===== src/rtl/sva_thread_sched.sv =====
// rtl/sva_thread_sched.sv - assertion-checker thread table scheduler
//
// Owns SLOTS live assertion threads. On every tick (one sampled user-clock
// rising edge) it walks the live threads in slot order, sends each one to the
// shared next-state evaluator, writes the result back, then spawns one new
// thread from the start state.
//
// Ports:
//   sys_clk, sys_rst_n      system clock, asynchronous active-low reset
//   tick                    one-cycle pulse: sampled user-clock edge
//   clr                     synchronous clear of counters and sticky flags
//   req_valid/req_ready     evaluation request handshake
//   req_state, req_slot     state and slot of the thread under evaluation
//   rsp_valid               evaluator result valid
//   rsp_active, rsp_state   thread continues, and its next state
//   rsp_succ, rsp_fail      thread reached END / failed on this step
//   busy, round_done        round in progress / end-of-round pulse
//   live_cnt                number of valid slots
//   succ_cnt, fail_cnt      saturating success / fail counters
//   overflow, tick_miss     sticky: spawn dropped / tick while busy

module sva_thread_sched #(
    parameter int SLOTS   = 8,
    parameter int STATE_W = 8,
    parameter int CNT_W   = 16,
    localparam int IDX_W  = $clog2(SLOTS),
    localparam int LIVE_W = $clog2(SLOTS + 1)
) (
    input  logic               sys_clk,
    input  logic               sys_rst_n,
    input  logic               tick,
    input  logic               clr,
    output logic               req_valid,
    input  logic               req_ready,
    output logic [STATE_W-1:0] req_state,
    output logic [IDX_W-1:0]   req_slot,
    input  logic               rsp_valid,
    input  logic               rsp_active,
    input  logic [STATE_W-1:0] rsp_state,
    input  logic               rsp_succ,
    input  logic               rsp_fail,
    output logic               busy,
    output logic               round_done,
    output logic [LIVE_W-1:0]  live_cnt,
    output logic [CNT_W-1:0]   succ_cnt,
    output logic [CNT_W-1:0]   fail_cnt,
    output logic               overflow,
    output logic               tick_miss
);

    typedef enum logic [2:0] {
        S_IDLE,
        S_SCAN,
        S_ISSUE,
        S_WAIT,
        S_SPAWN,
        S_SPAWN_WAIT,
        S_DONE
    } fsm_e;

    fsm_e               fsm_q, fsm_d;
    logic [IDX_W-1:0]   idx_q, idx_d;
    logic [SLOTS-1:0]   snap_q, snap_d;
    logic [SLOTS-1:0]   valid_q, valid_d;
    logic [STATE_W-1:0] state_q [SLOTS];
    logic [STATE_W-1:0] state_d [SLOTS];
    logic [CNT_W-1:0]   succ_q, succ_d;
    logic [CNT_W-1:0]   fail_q, fail_d;
    logic               ovf_q, ovf_d;
    logic               miss_q, miss_d;
    logic [LIVE_W-1:0]  live_q, live_d;

    logic               idx_last;
    logic               rsp_take;
    logic               ovf_set;
    logic               free_found;
    logic [IDX_W-1:0]   free_idx;

    assign idx_last = (idx_q == IDX_W'(SLOTS - 1));
    assign rsp_take = rsp_valid && (fsm_q == S_WAIT || fsm_q == S_SPAWN_WAIT);

    // Lowest-index invalid slot. Uses valid_q, which already holds every
    // write-back of the current round by the time SPAWN_WAIT is reached.
    always_comb begin
        free_found = 1'b0;
        free_idx   = '0;
        for (int i = SLOTS - 1; i >= 0; i--) begin
            if (!valid_q[i]) begin
                free_found = 1'b1;
                free_idx   = IDX_W'(i);
            end
        end
    end

    // Round sequencing, slot write-back and request outputs.
    always_comb begin
        fsm_d      = fsm_q;
        idx_d      = idx_q;
        snap_d     = snap_q;
        valid_d    = valid_q;
        state_d    = state_q;
        ovf_set    = 1'b0;
        req_valid  = 1'b0;
        req_state  = '0;
        req_slot   = '0;
        round_done = 1'b0;

        case (fsm_q)
            S_IDLE: begin
                if (tick) begin
                    // Snapshot keeps slots freed mid-round from being
                    // revisited and keeps the walk independent of updates.
                    snap_d = valid_q;
                    idx_d  = '0;
                    fsm_d  = S_SCAN;
                end
            end
            S_SCAN: begin
                if (snap_q[idx_q]) begin
                    fsm_d = S_ISSUE;
                end else if (idx_last) begin
                    fsm_d = S_SPAWN;
                end else begin
                    idx_d = idx_q + IDX_W'(1);
                end
            end
            S_ISSUE: begin
                // Driven purely from registers, so stable until accepted.
                req_valid = 1'b1;
                req_state = state_q[idx_q];
                req_slot  = idx_q;
                if (req_ready) begin
                    fsm_d = S_WAIT;
                end
            end
            S_WAIT: begin
                if (rsp_valid) begin
                    if (rsp_active) begin
                        state_d[idx_q] = rsp_state;
                    end else begin
                        valid_d[idx_q] = 1'b0;
                    end
                    if (idx_last) begin
                        fsm_d = S_SPAWN;
                    end else begin
                        idx_d = idx_q + IDX_W'(1);
                        fsm_d = S_SCAN;
                    end
                end
            end
            S_SPAWN: begin
                req_valid = 1'b1;
                if (req_ready) begin
                    fsm_d = S_SPAWN_WAIT;
                end
            end
            S_SPAWN_WAIT: begin
                if (rsp_valid) begin
                    if (rsp_active) begin
                        if (free_found) begin
                            valid_d[free_idx] = 1'b1;
                            state_d[free_idx] = rsp_state;
                        end else begin
                            ovf_set = 1'b1;
                        end
                    end
                    fsm_d = S_DONE;
                end
            end
            S_DONE: begin
                round_done = 1'b1;
                fsm_d      = S_IDLE;
            end
            default: begin
                fsm_d = S_IDLE;
            end
        endcase
    end

    // Bookkeeping: clr wins over same-cycle increments and sets.
    always_comb begin
        succ_d = succ_q;
        fail_d = fail_q;
        ovf_d  = ovf_q | ovf_set;
        miss_d = miss_q | (tick && fsm_q != S_IDLE);
        live_d = '0;
        for (int i = 0; i < SLOTS; i++) begin
            live_d = live_d + LIVE_W'(valid_d[i]);
        end
        if (rsp_take && rsp_succ && succ_q != '1) begin
            succ_d = succ_q + CNT_W'(1);
        end
        if (rsp_take && rsp_fail && fail_q != '1) begin
            fail_d = fail_q + CNT_W'(1);
        end
        if (clr) begin
            succ_d = '0;
            fail_d = '0;
            ovf_d  = 1'b0;
            miss_d = 1'b0;
        end
    end

    always_ff @(posedge sys_clk or negedge sys_rst_n) begin
        if (!sys_rst_n) begin
            fsm_q   <= S_IDLE;
            idx_q   <= '0;
            snap_q  <= '0;
            valid_q <= '0;
            for (int i = 0; i < SLOTS; i++) begin
                state_q[i] <= '0;
            end
            succ_q  <= '0;
            fail_q  <= '0;
            ovf_q   <= 1'b0;
            miss_q  <= 1'b0;
            live_q  <= '0;
        end else begin
            fsm_q   <= fsm_d;
            idx_q   <= idx_d;
            snap_q  <= snap_d;
            valid_q <= valid_d;
            for (int i = 0; i < SLOTS; i++) begin
                state_q[i] <= state_d[i];
            end
            succ_q  <= succ_d;
            fail_q  <= fail_d;
            ovf_q   <= ovf_d;
            miss_q  <= miss_d;
            live_q  <= live_d;
        end
    end

    assign busy      = (fsm_q != S_IDLE);
    assign live_cnt  = live_q;
    assign succ_cnt  = succ_q;
    assign fail_cnt  = fail_q;
    assign overflow  = ovf_q;
    assign tick_miss = miss_q;

endmodule

===== config.mk =====
export PLATFORM = sky130hd
export DESIGN_NAME = sva_thread_sched
export DESIGN_NICKNAME = d
export VERILOG_FILES = /design/src/rtl/sva_thread_sched.sv
export SDC_FILE = /design/constraint.sdc
export NUM_CORES = 1
export LEC_CHECK = 0
export ABC_AREA = 1
export CORE_MARGIN = 5
export CORE_UTILIZATION = 40
export DETAILED_ROUTE_END_ITERATION = 8
export DONT_BUFFER_PORTS = 1
export PLACE_DENSITY_LB_ADDON = 0.25
export SLEW_MARGIN = 20
export SYNTH_ARGS = -nofsm -noshare
export SYNTH_HDL_FRONTEND = slang
export SYNTH_SLANG_ARGS = --single-unit
export TNS_END_PERCENT = 1

===== constraint.sdc =====
create_clock -name sys_clk -period 9.8 [get_ports sys_clk]
set_input_delay 1.96 -clock sys_clk [delete_from_list [all_inputs] [get_ports sys_clk]]
set_output_delay 1.96 -clock sys_clk [all_outputs]
set_load 0.01 [all_outputs]

==> out/metrics.yaml <==
floorplanning:
  start_util_pct: 41.03
  rows: 48
  die_h_um: 143.7
  ios: 69
  core_um2: 17420
  die_w_um: 143.7
  dieArea_um2: 20640
final_layout:
  final_nets: 979
  most-common-layout-cells: "364 x nand2_1, 124 x dfrtp_1, 92 x nand3_1, 63 x nor2_1, 60 x inv_1"
  post-route-util_pct: 45.08
  antennaDiodeCount: 0
  drive_gt1_share_pct: 7.780
  fillers: 1786
  layout_commonest_cell: "nand2_1"
  area_growth_pct: 9.876
synthesis:
  syn-instance-count: 967
  synth-async-reset-ratio_pct: 100.0
  synth_edf_count: 0
  syn_area_um2: 7146
  muxShareOfSynthArea_pct: 0.1576
  synth_compound_area_share_pct: 8.492
  synth_top_family_by_area: "simple AND/OR/NAND/NOR gates"
  ys_top_cells_by_area: "dfrtp_1 43%, nand2_1 19%, nand3_1 6.4%"
  ys_seq_elements: 124
  yosys.area.top_type: "dfrtp_1"
  synthSimpleGateAreaFrac_pct: 37.47
  synth_xor_area_share_pct: 2.206
  syn_nets: 995
  yosys_most_used_dff: "dfrtp_1"
  yosysWarnings: 0
  ys_types: 36
  yosysSeqAreaShare_pct: 43.42
  synthAdderAreaFrac_pct: 2.346
  avgSynthCellArea_um2: 7.389
  yosysTopAreaCellShare_pct: 43.42
setup_path:
  rr_endpoint: "live_cnt[2]$_DFF_PN0_"
  critPathCaptureType: "primary output"
  worstSetupEndpoint: "req_state[5]"
  worstSetupStartpointType: "flop"
  reg2reg_slack_ns: 4.97
  path_max_fanout: 26
  rr_worst_depth: 13
  crit_type: "flop to primary output"
  crit_arrival_ns: 3.13
  required_ns: 7.84
  cp-startpoint: "idx_q[1]$_DFFE_PN0P_"
  r2r-start: "idx_q[1]$_DFFE_PN0P_"
global_routing:
  grt_pass1_wl_um: 32540
  grt_usage_pct: 19.88
  antenna_found_initial: 0
  grt-ovfl-total: 0
  grt_pass1_vias: 6076
  grt_max_degree: 125
clocking:
  cts_hold_buf: 0
  cts_num_sinks: 124
  worstSkewPairLatency_ns: 0.42
  cts_root_buffer: "clkbuf_16"
  postCtsResizedCells: 0
  cts_buffers: 17
  path_clk_slew_ns: 0.06
  cts_tree: "done"
  cts_setup_buffers: 0
  htreeDepth: 4
  cts_buffer_depth: 2
detailed_routing:
  detail_route.wl_per_cell_um: 16.28
  drtPass1Iterations: 6
  postRouteAntennaNets: 0
  drt_iter0_drc: 430
  vias: 6293
  vias_per_cell: 5.293
  drcViolationCount: 0
  finalWirelength_um: 19360
sta:
  finalCritPeriodShare_pct: 51.98
  fmax_ghz: 0.1963
  slew_headroom_pct: 44.48
  drv_slew: 0
  period_minus_slack_ns: 5.094
  finalClockSkew_ns: 0.009074
  rsz0062_at_grt: "false"
  finalHoldViolations: 0
  fin_setup_tns_ns: 0
  tightestPinTransition_ns: 0.8276
  finalSetupViolCount: 0
place:
  portBuffers: 0
  hpwl_um: 13220
  gp_congestion: 0.9142
power:
  cellLeakagePower_nw: 3.802
  irDropWorstVdd_v: 0.0001705
  p_per_area_nw_per_um2: 256.2
run_status:
  run_status: "complete, no violations"
hold_path:
  hp-class: "flop to flop"
run:
  max_cap_viol_count: 0
-- metal layers --
metal | global-route usage, % | wire length (um) | vias up
met2 | 32.69 | 9272 | 176
met3 | 4.193 | 1223 | 23
met4 | 6.095 | 297 | 0
li1 | - | - | 3137
met5 | 0 | 0 | -
met1 | 26.49 | 8565 | 2957
-- synth_stat cells (all sizes together) (3+ instances only) --
master    n
a21oi    42
a41oi     3
buf      24
clkbuf   13
dfrtp   124
fa        4
ha        7
inv      65
nand2   376
nand3    95
nand4    43
nor2     75
nor3     12
o21ai    55
o22ai     3
xnor2     4
xor2     14
-- power breakdown --
part	switching, mW	internal (mW)	total [mW]
logic	0.434	0.192	0.626
registers	0.108	0.660	0.768
clock network	0.236	0.381	0.617
total	0.778	1.23	2.01
-- layout make-up --
type | count | area, um2 | share of cell area [%]
Multi-Input combinational cell | 740 | 3621 | 46.12
Sequential cell | 124 | 3103 | 39.52
Clock buffer | 22 | 494.2 | 6.295
Tap cell | 225 | 281.5 | 3.586
Inverter | 66 | 247.7 | 3.155
Clock inverter | 10 | 88.84 | 1.131
Timing Repair Buffer | 2 | 15.01 | 0.1912
-- worst max-delay path, stage by stage (launching register included) --
cell      delay, ns
dfrtp_1        0.88
clkinv_1       0.91
a21oi_1        0.35
o21ai_0        0.12
a41oi_1        0.44
-- sequential cells by signal (all words and copies together), names as in the netlist --
register and flops:
state_q 64, fail_cnt 16, succ_cnt 16, snap_q 8
valid_q 8, live_cnt 4, fsm_q 3, idx_q 3
overflow 1, tick_miss 1
-- worst min-delay path by stage --
stage	startpoint	to	slack [ns]	depth (start not counted)
after detailed placement	state_q[22]$_DFFE_PN0P_	state_q[22]$_DFFE_PN0P_	0.46	2
after floorplan	state_q[34]$_DFFE_PN0P_	state_q[34]$_DFFE_PN0P_	0.44	2
final	state_q[8]$_DFFE_PN0P_	state_q[8]$_DFFE_PN0P_	0.47	2
after global routing	state_q[7]$_DFFE_PN0P_	state_q[7]$_DFFE_PN0P_	0.49	2
after CTS	state_q[16]$_DFFE_PN0P_	state_q[16]$_DFFE_PN0P_	0.47	2
after global placement	state_q[12]$_DFFE_PN0P_	state_q[12]$_DFFE_PN0P_	0.45	2
-- metrics by stage --
stage / cells / setup slack, ns / power, mW / cell area (um2) / hold WS [ns]
global route: 1189 / 4.426 / 2.156 / 7851 / 0.4862
global placement: 1157 / 4.757 / 1.391 / 7268 / 0.4533
finish: 1189 / 4.706 / 2.012 / 7851 / 0.4685
CTS: 1189 / 4.724 / 2.023 / 7851 / 0.4732
detailed placement: 1157 / 4.695 / 1.401 / 7268 / 0.4586
floorplan: 967 / 4.944 / 1.243 / 7146 / 0.4419
-- cells by family after synthesis --
logic type | after synthesis
xor gates and xnor gates | 18
buffers and inverters | 103
and+or+nand+nor | 601
muxes | 1
adders and majority gates | 11
DFF | 124
AOI/OAI and AO/OA | 109
Power figures use the tool's default switching activity.
